<file path="src/rtl/gfx_pixel_reader.sv">
// Pixel fetch unit: turns (x,y) into a render-target address and returns
// the pixel, caching the most recently fetched 32-byte memory line.
module gfx_pixel_reader #(
  parameter int point_width = 16,
  parameter int MDW         = 256
) (
  input  logic                   clk_i,
  input  logic                   rst_i,
  input  logic [31:0]            target_base_i,
  input  logic [point_width-1:0] target_size_x_i,
  input  logic [point_width-1:0] target_size_y_i,
  input  logic [5:0]             bpp_i,
  input  logic [point_width-1:0] pixel_x_i,
  input  logic [point_width-1:0] pixel_y_i,
  input  logic                   read_i,
  input  logic                   invalidate_i,
  output logic                   ack_o,
  output logic [31:0]            color_o,
  output logic                   oob_o,
  output logic                   busy_o,
  output logic                   read_o,
  output logic [31:0]            read_addr_o,
  output logic [31:0]            read_sel_o,
  input  logic [MDW-1:0]         read_dat_i,
  input  logic                   ack_i
);

  typedef enum logic [2:0] {
    IDLE, CALC, CHECK, FETCH, DONE
  } state_t;

  state_t state_q, state_d;

  logic [point_width-1:0] x_q, x_d;
  logic [point_width-1:0] y_q, y_d;
  logic [31:0]            addr_q, addr_d;
  logic                   oob_q, oob_d;
  logic                   valid_q, valid_d;
  logic [31:0]            tag_q, tag_d;
  logic [31:0]            color_q, color_d;
  logic [MDW-1:0]         line_q, line_d;

  logic [31:0]    bytes_pp;
  logic [31:0]    offset;
  logic [31:0]    word_addr;
  logic [7:0]     bitoff;
  logic [MDW-1:0] src;
  logic [31:0]    sh32;
  logic [31:0]    pix;
  logic           base_unused;

  // Low base bits are ignored: the target is line aligned.
  assign base_unused = ^target_base_i[4:0];

  assign word_addr = {addr_q[31:5], 5'b0};
  assign bitoff    = {addr_q[4:0], 3'b0};

  always_comb begin
    bytes_pp = 32'd4;
    case (bpp_i)
      6'd8:    bytes_pp = 32'd1;
      6'd16:   bytes_pp = 32'd2;
      default: bytes_pp = 32'd4;
    endcase
  end

  assign offset = (32'(y_q) * 32'(target_size_x_i) + 32'(x_q)) * bytes_pp;

  // During a fill the pixel is taken straight from the bus data.
  always_comb begin
    src  = (state_q == FETCH) ? read_dat_i : line_q;
    sh32 = 32'(src >> bitoff);
    pix  = sh32;
    case (bpp_i)
      6'd8:    pix = {24'd0, sh32[7:0]};
      6'd16:   pix = {16'd0, sh32[15:0]};
      default: pix = sh32;
    endcase
  end

  always_comb begin
    state_d = state_q;
    x_d     = x_q;
    y_d     = y_q;
    addr_d  = addr_q;
    oob_d   = oob_q;
    valid_d = valid_q;
    tag_d   = tag_q;
    color_d = color_q;
    line_d  = line_q;
    case (state_q)
      IDLE: begin
        if (read_i) begin
          x_d     = pixel_x_i;
          y_d     = pixel_y_i;
          state_d = CALC;
        end
      end
      CALC: begin
        addr_d  = {target_base_i[31:5], 5'b0} + offset;
        oob_d   = (x_q >= target_size_x_i) ||
                  (y_q >= target_size_y_i);
        state_d = CHECK;
      end
      CHECK: begin
        if (oob_q) begin
          color_d = 32'd0;
          state_d = DONE;
        end else if (valid_q && tag_q == word_addr) begin
          color_d = pix;
          state_d = DONE;
        end else begin
          state_d = FETCH;
        end
      end
      FETCH: begin
        if (ack_i) begin
          line_d  = read_dat_i;
          tag_d   = word_addr;
          valid_d = 1'b1;
          color_d = pix;
          state_d = DONE;
        end
      end
      DONE:    state_d = IDLE;
      default: state_d = IDLE;
    endcase
    // Invalidate wins over a coincident fill.
    if (invalidate_i) valid_d = 1'b0;
  end

  always_ff @(posedge clk_i) begin
    if (rst_i) begin
      state_q <= IDLE;
      x_q     <= '0;
      y_q     <= '0;
      addr_q  <= '0;
      oob_q   <= 1'b0;
      valid_q <= 1'b0;
      tag_q   <= '0;
      color_q <= '0;
    end else begin
      state_q <= state_d;
      x_q     <= x_d;
      y_q     <= y_d;
      addr_q  <= addr_d;
      oob_q   <= oob_d;
      valid_q <= valid_d;
      tag_q   <= tag_d;
      color_q <= color_d;
    end
  end

  always_ff @(posedge clk_i) begin
    line_q <= line_d;
  end

  assign ack_o       = (state_q == DONE);
  assign oob_o       = ack_o & oob_q;
  assign busy_o      = (state_q != IDLE);
  assign read_o      = (state_q == FETCH);
  assign read_addr_o = read_o ? word_addr : 32'd0;
  assign read_sel_o  = read_o ? 32'hFFFF_FFFF : 32'd0;
  assign color_o     = color_q;

endmodule

</file>
<file path="config.mk">
export PLATFORM = sky130hd
export DESIGN_NAME = gfx_pixel_reader
export DESIGN_NICKNAME = d
export VERILOG_FILES = /design/src/rtl/gfx_pixel_reader.sv
export SDC_FILE = /design/constraint.sdc
export NUM_CORES = 2
export LEC_CHECK = 0
export BUFFER_PORTS_ARGS = -buffer_cell sky130_fd_sc_hd__buf_2
export CORE_AREA = 5 5 346 348
export CTS_CLUSTER_SIZE = 30
export DETAILED_ROUTE_END_ITERATION = 16
export DIE_AREA = 0 0 351 353
export PLACE_DENSITY_LB_ADDON = 0.15
export SLEW_MARGIN = 20
export SYNTH_ARGS = -nofsm -noshare
export SYNTH_HDL_FRONTEND = slang
export SYNTH_SLANG_ARGS = --single-unit
</file>
<file path="constraint.sdc">
create_clock -name clk_i -period 14.4 [get_ports clk_i]
set_input_delay 2.88 -clock clk_i [delete_from_list [all_inputs] [get_ports clk_i]]
set_output_delay 2.88 -clock clk_i [all_outputs]
set_load 0.01 [all_outputs]
</file>
==> run_summary.xml <==
<?xml version="1.0" encoding="UTF-8"?>
<metrics>
  <group name="sta">
    <metric name="final.min_clock_period" unit="ps">11780</metric>
    <metric name="setup_repair_after_global_routing_missed_its_margin" unit="">false</metric>
    <metric name="hold_viol_final" unit="">0</metric>
    <metric name="worst_slew_margin_rel" unit="">0.2722</metric>
    <metric name="timing_worst_slew_pin_value" unit="ps">1088</metric>
    <metric name="final.setup.tns" unit="ps">0</metric>
    <metric name="maximum_clock_rate" unit="GHz">0.08492</metric>
    <metric name="fin_crit_share" unit="">0.8177</metric>
    <metric name="total_count_of_max_transition_violations_in_the_final_report" unit="">0</metric>
    <metric name="timing.final.setup_violations" unit="">0</metric>
    <metric name="fin_skew" unit="ps">55.91</metric>
  </group>
  <group name="pwr">
    <metric name="totalPowerFinal" unit="mW">5.323</metric>
    <metric name="ir_drop" unit="V">0.0001258</metric>
    <metric name="leakage" unit="nW">17.91</metric>
    <metric name="power-per-cell-area" unit="nW/um^2">133.7</metric>
  </group>
  <group name="route">
    <metric name="ant_nets" unit="">0</metric>
    <metric name="post_route_drc" unit="">0</metric>
    <metric name="initialDrtViolationCount" unit="">1720</metric>
    <metric name="detailedRoute.firstPassIterationCount" unit="">6</metric>
    <metric name="total_wirelength" unit="mm">122.9</metric>
    <metric name="avgViaCountPerCell" unit="">4.884</metric>
    <metric name="detail_route.wl_per_cell" unit="um">23.63</metric>
    <metric name="vias" unit="">25400</metric>
  </group>
  <group name="clock_tree">
    <metric name="tritoncts.num_buffers" unit="">50</metric>
    <metric name="clock_tree.buffer_depth" unit="">3</metric>
    <metric name="cts_hold_repair.buffers" unit="">0</metric>
    <metric name="worst_skew_pair.late_latency" unit="ps">670</metric>
    <metric name="cts_tree" unit="">built</metric>
    <metric name="number_of_cells_upsized_or_downsized_after_cts" unit="">0</metric>
    <metric name="cts_sinks" unit="">384</metric>
    <metric name="h_tree_level_count" unit="">2</metric>
    <metric name="clockRootBuffer" unit="">clkbuf_16</metric>
    <metric name="post-cts-setup-buffer-count" unit="">0</metric>
    <metric name="worst_setup_hold_path_clk_slew" unit="ps">60</metric>
  </group>
  <group name="placement">
    <metric name="place_congestion" unit="">0.8359</metric>
    <metric name="detailed_place_hpwl" unit="mm">97.19</metric>
    <metric name="port_buffers" unit="">452</metric>
  </group>
  <group name="worst_setup_path">
    <metric name="startpoint_type" unit="">input pin</metric>
    <metric name="critical_path.most_common_cell" unit="">fa_1</metric>
    <metric name="crit_slowest_cell" unit="">fa_1</metric>
    <metric name="timing.critical_path.arrival" unit="ps">12300</metric>
    <metric name="crit_path_end_kind" unit="">flip-flop</metric>
    <metric name="crit_path_max_fanout" unit="">16</metric>
    <metric name="cpPeakStageDelay" unit="ps">550</metric>
    <metric name="critical_path_required" unit="ps">14930</metric>
    <metric name="timing_worst_setup_path_type" unit="">input pin to flip-flop</metric>
  </group>
  <group name="synthesis">
    <metric name="postSynthAreaPerCell" unit="um^2">10.48</metric>
    <metric name="synth_largest_type_area_fraction" unit="">0.2218</metric>
    <metric name="post_synth_instance_area" unit="um^2">34650</metric>
    <metric name="synthesis_warning_total" unit="">0</metric>
    <metric name="yosys_most_used_dff" unit="">edfxtp_1</metric>
    <metric name="number_of_flops_mapped_to_enable_cells_by_yosys" unit="">256</metric>
    <metric name="synth_cell_types" unit="">65</metric>
    <metric name="cell_types_occupying_the_most_area_after_synthesis" unit="">edfxtp_1, fa_1, mux2i_1</metric>
    <metric name="async_flop_share" unit="">0</metric>
    <metric name="netlist_instances" unit="">3305</metric>
    <metric name="synth_seq_area_share" unit="">0.2958</metric>
    <metric name="most_frequent_cells_after_synthesis" unit="">mux2i_1, inv_1, nand2_1</metric>
    <metric name="synth_most_common_cell" unit="">mux2i_1</metric>
    <metric name="synthDominantAreaCellType" unit="">edfxtp_1</metric>
    <metric name="yosys_register_bits" unit="">384</metric>
  </group>
  <group name="floorplanning">
    <metric name="design.die.area" unit="um^2">123900</metric>
    <metric name="std_cell_rows" unit="">125</metric>
    <metric name="die_h" unit="um">353</metric>
    <metric name="starting_density_of_the_core" unit="">0.2990</metric>
    <metric name="i_o_pin_cnt" unit="">463</metric>
    <metric name="core_area" unit="um^2">115900</metric>
    <metric name="chipWidth" unit="um">351</metric>
  </group>
  <group name="worst_hold_path">
    <metric name="min-delay-path-class" unit="">flip-flop to flip-flop</metric>
  </group>
  <group name="global_route">
    <metric name="grt_overflow" unit="">0</metric>
    <metric name="grt_antenna_before_repair" unit="">37</metric>
    <metric name="grt_first_pass_wirelength" unit="mm">181.5</metric>
    <metric name="vias_in_the_first_global_route" unit="">26490</metric>
    <metric name="globalRouteMet2Util" unit="">0.3252</metric>
    <metric name="global_route.usage.total" unit="">0.1959</metric>
    <metric name="groute.layer.met3.usage" unit="">0.04372</metric>
    <metric name="maximum_number_of_pins_on_one_net_before_global_route_repair" unit="">130</metric>
    <metric name="global_route.peak_usage_layer" unit="">met2</metric>
    <metric name="grt_met1_use" unit="">0.2626</metric>
  </group>
  <group name="finish">
    <metric name="area_growth" unit="%">14.87</metric>
    <metric name="drive_above_1_share" unit="">0.1956</metric>
    <metric name="number_of_nets_at_the_end_of_the_flow" unit="">4430</metric>
  </group>
  <group name="run">
    <metric name="max_cap_viol_count" unit="">0</metric>
  </group>
  <group name="status">
    <metric name="status" unit="">completed</metric>
  </group>
</metrics>
-- stage by stage --
| stage | setup WS, ps | std cells | utilization | hold WS (ps) | instance area (um^2) |
|---|---|---|---|---|---|
| 3_3_place_gp | 1970 | 5103 | 0.3286 | 447.4 | 38090 |
| 2_1_floorplan | 2974 | 3309 | - | 447.8 | 34670 |
| 4_1_cts | 2613 | 5195 | 0.3434 | 454.9 | 39790 |
| 5_1_grt | 2001 | 5197 | 0.3434 | 483.5 | 39800 |
| 3_5_place_dp | 1976 | 5103 | 0.3286 | 447.1 | 38090 |
| 6_report | 2625 | 5200 | 0.3435 | 454.9 | 39810 |
-- metal layers --
layer | share of wire | up-vias
li1 | - | 11960
met1 | 0.44 | 12610
met2 | 0.48 | 657
met3 | 0.062 | 167
met4 | 0.023 | 4
met5 | 0.00023 | -
-- state kept, by name, indices dropped and copies added, names as in the netlist --
| register | count |
|---|---|
| line_q | 256 |
| tag_q | 27 |
| color_o | 32 |
| oob_q | 1 |
| valid_q | 1 |
| state_q | 3 |
| addr_q | 32 |
| y_q | 16 |
| x_q | 16 |
-- cell families after synthesis --
logic type                 count (synthesis)  share of synthesized area
AOI/OAI and AO/OA                        386                    0.07030
xor gates and xnor gates                  76                    0.01921
adders and majority gates                436                     0.2151
buffers and inverters                    651                    0.07969
DFF                                      384                     0.2958
muxes                                    616                     0.2195
other                                      1                  0.0001082
and+or+nand+nor                          755                     0.1003
-- placed cells by master, fill, tap and decap left out, types with 123 or more instances in the layout --
cell type	netlist	layout
mux2i_1	490	490
buf_2	14	451
inv_1	423	422
nand2_1	378	377
fa_1	266	266
edfxtp_1	256	256
ha_1	170	170
a21oi_1	136	136
nor2_1	127	127
dfxtp_1	128	123
-- power by group --
| group | switching, mW | internal [mW] | total [mW] |
|---|---|---|---|
| Combinational | 1.63 | 1.08 | 2.71 |
| Clock | 0.551 | 0.779 | 1.33 |
| Sequential | 0.0617 | 1.22 | 1.28 |
-- area by class of cell --
class	instances	area, um^2
clock buffer	69	1373
clock inverter	23	332.8
timing repair buffer	497	2628
fill	11860	76090
tap	1524	1907
antenna	5	12.51
inverter	424	1599
sequential	384	10260
multi-input combinational	2274	21690
-- path summary, 6_finish.rpt --
check                                         from          to  slack (ps)  depth (start not counted)
worst min register to register              y_q[3]      y_q[3]         450                          2
worst max-delay path            target_size_x_i[7]  addr_q[31]        2620                         36
worst min-delay path                        y_q[3]      y_q[3]         450                          2
worst max register to register              y_q[6]  addr_q[31]        4280                         35
-- critical path, delay by kind of cell --
| kind | cells | cell delay (ps) |
|---|---|---|
| XOR/XNOR | 1 | 300 |
| buffers and inverters | 8 | 730 |
| adder cells (fa/ha/maj) | 10 | 4850 |
| multiplexers | 1 | 250 |
| AO/OA/AOI/OAI | 9 | 2260 |
| AND/OR/NAND/NOR | 7 | 1010 |
(Power assumes the default switching activity.)
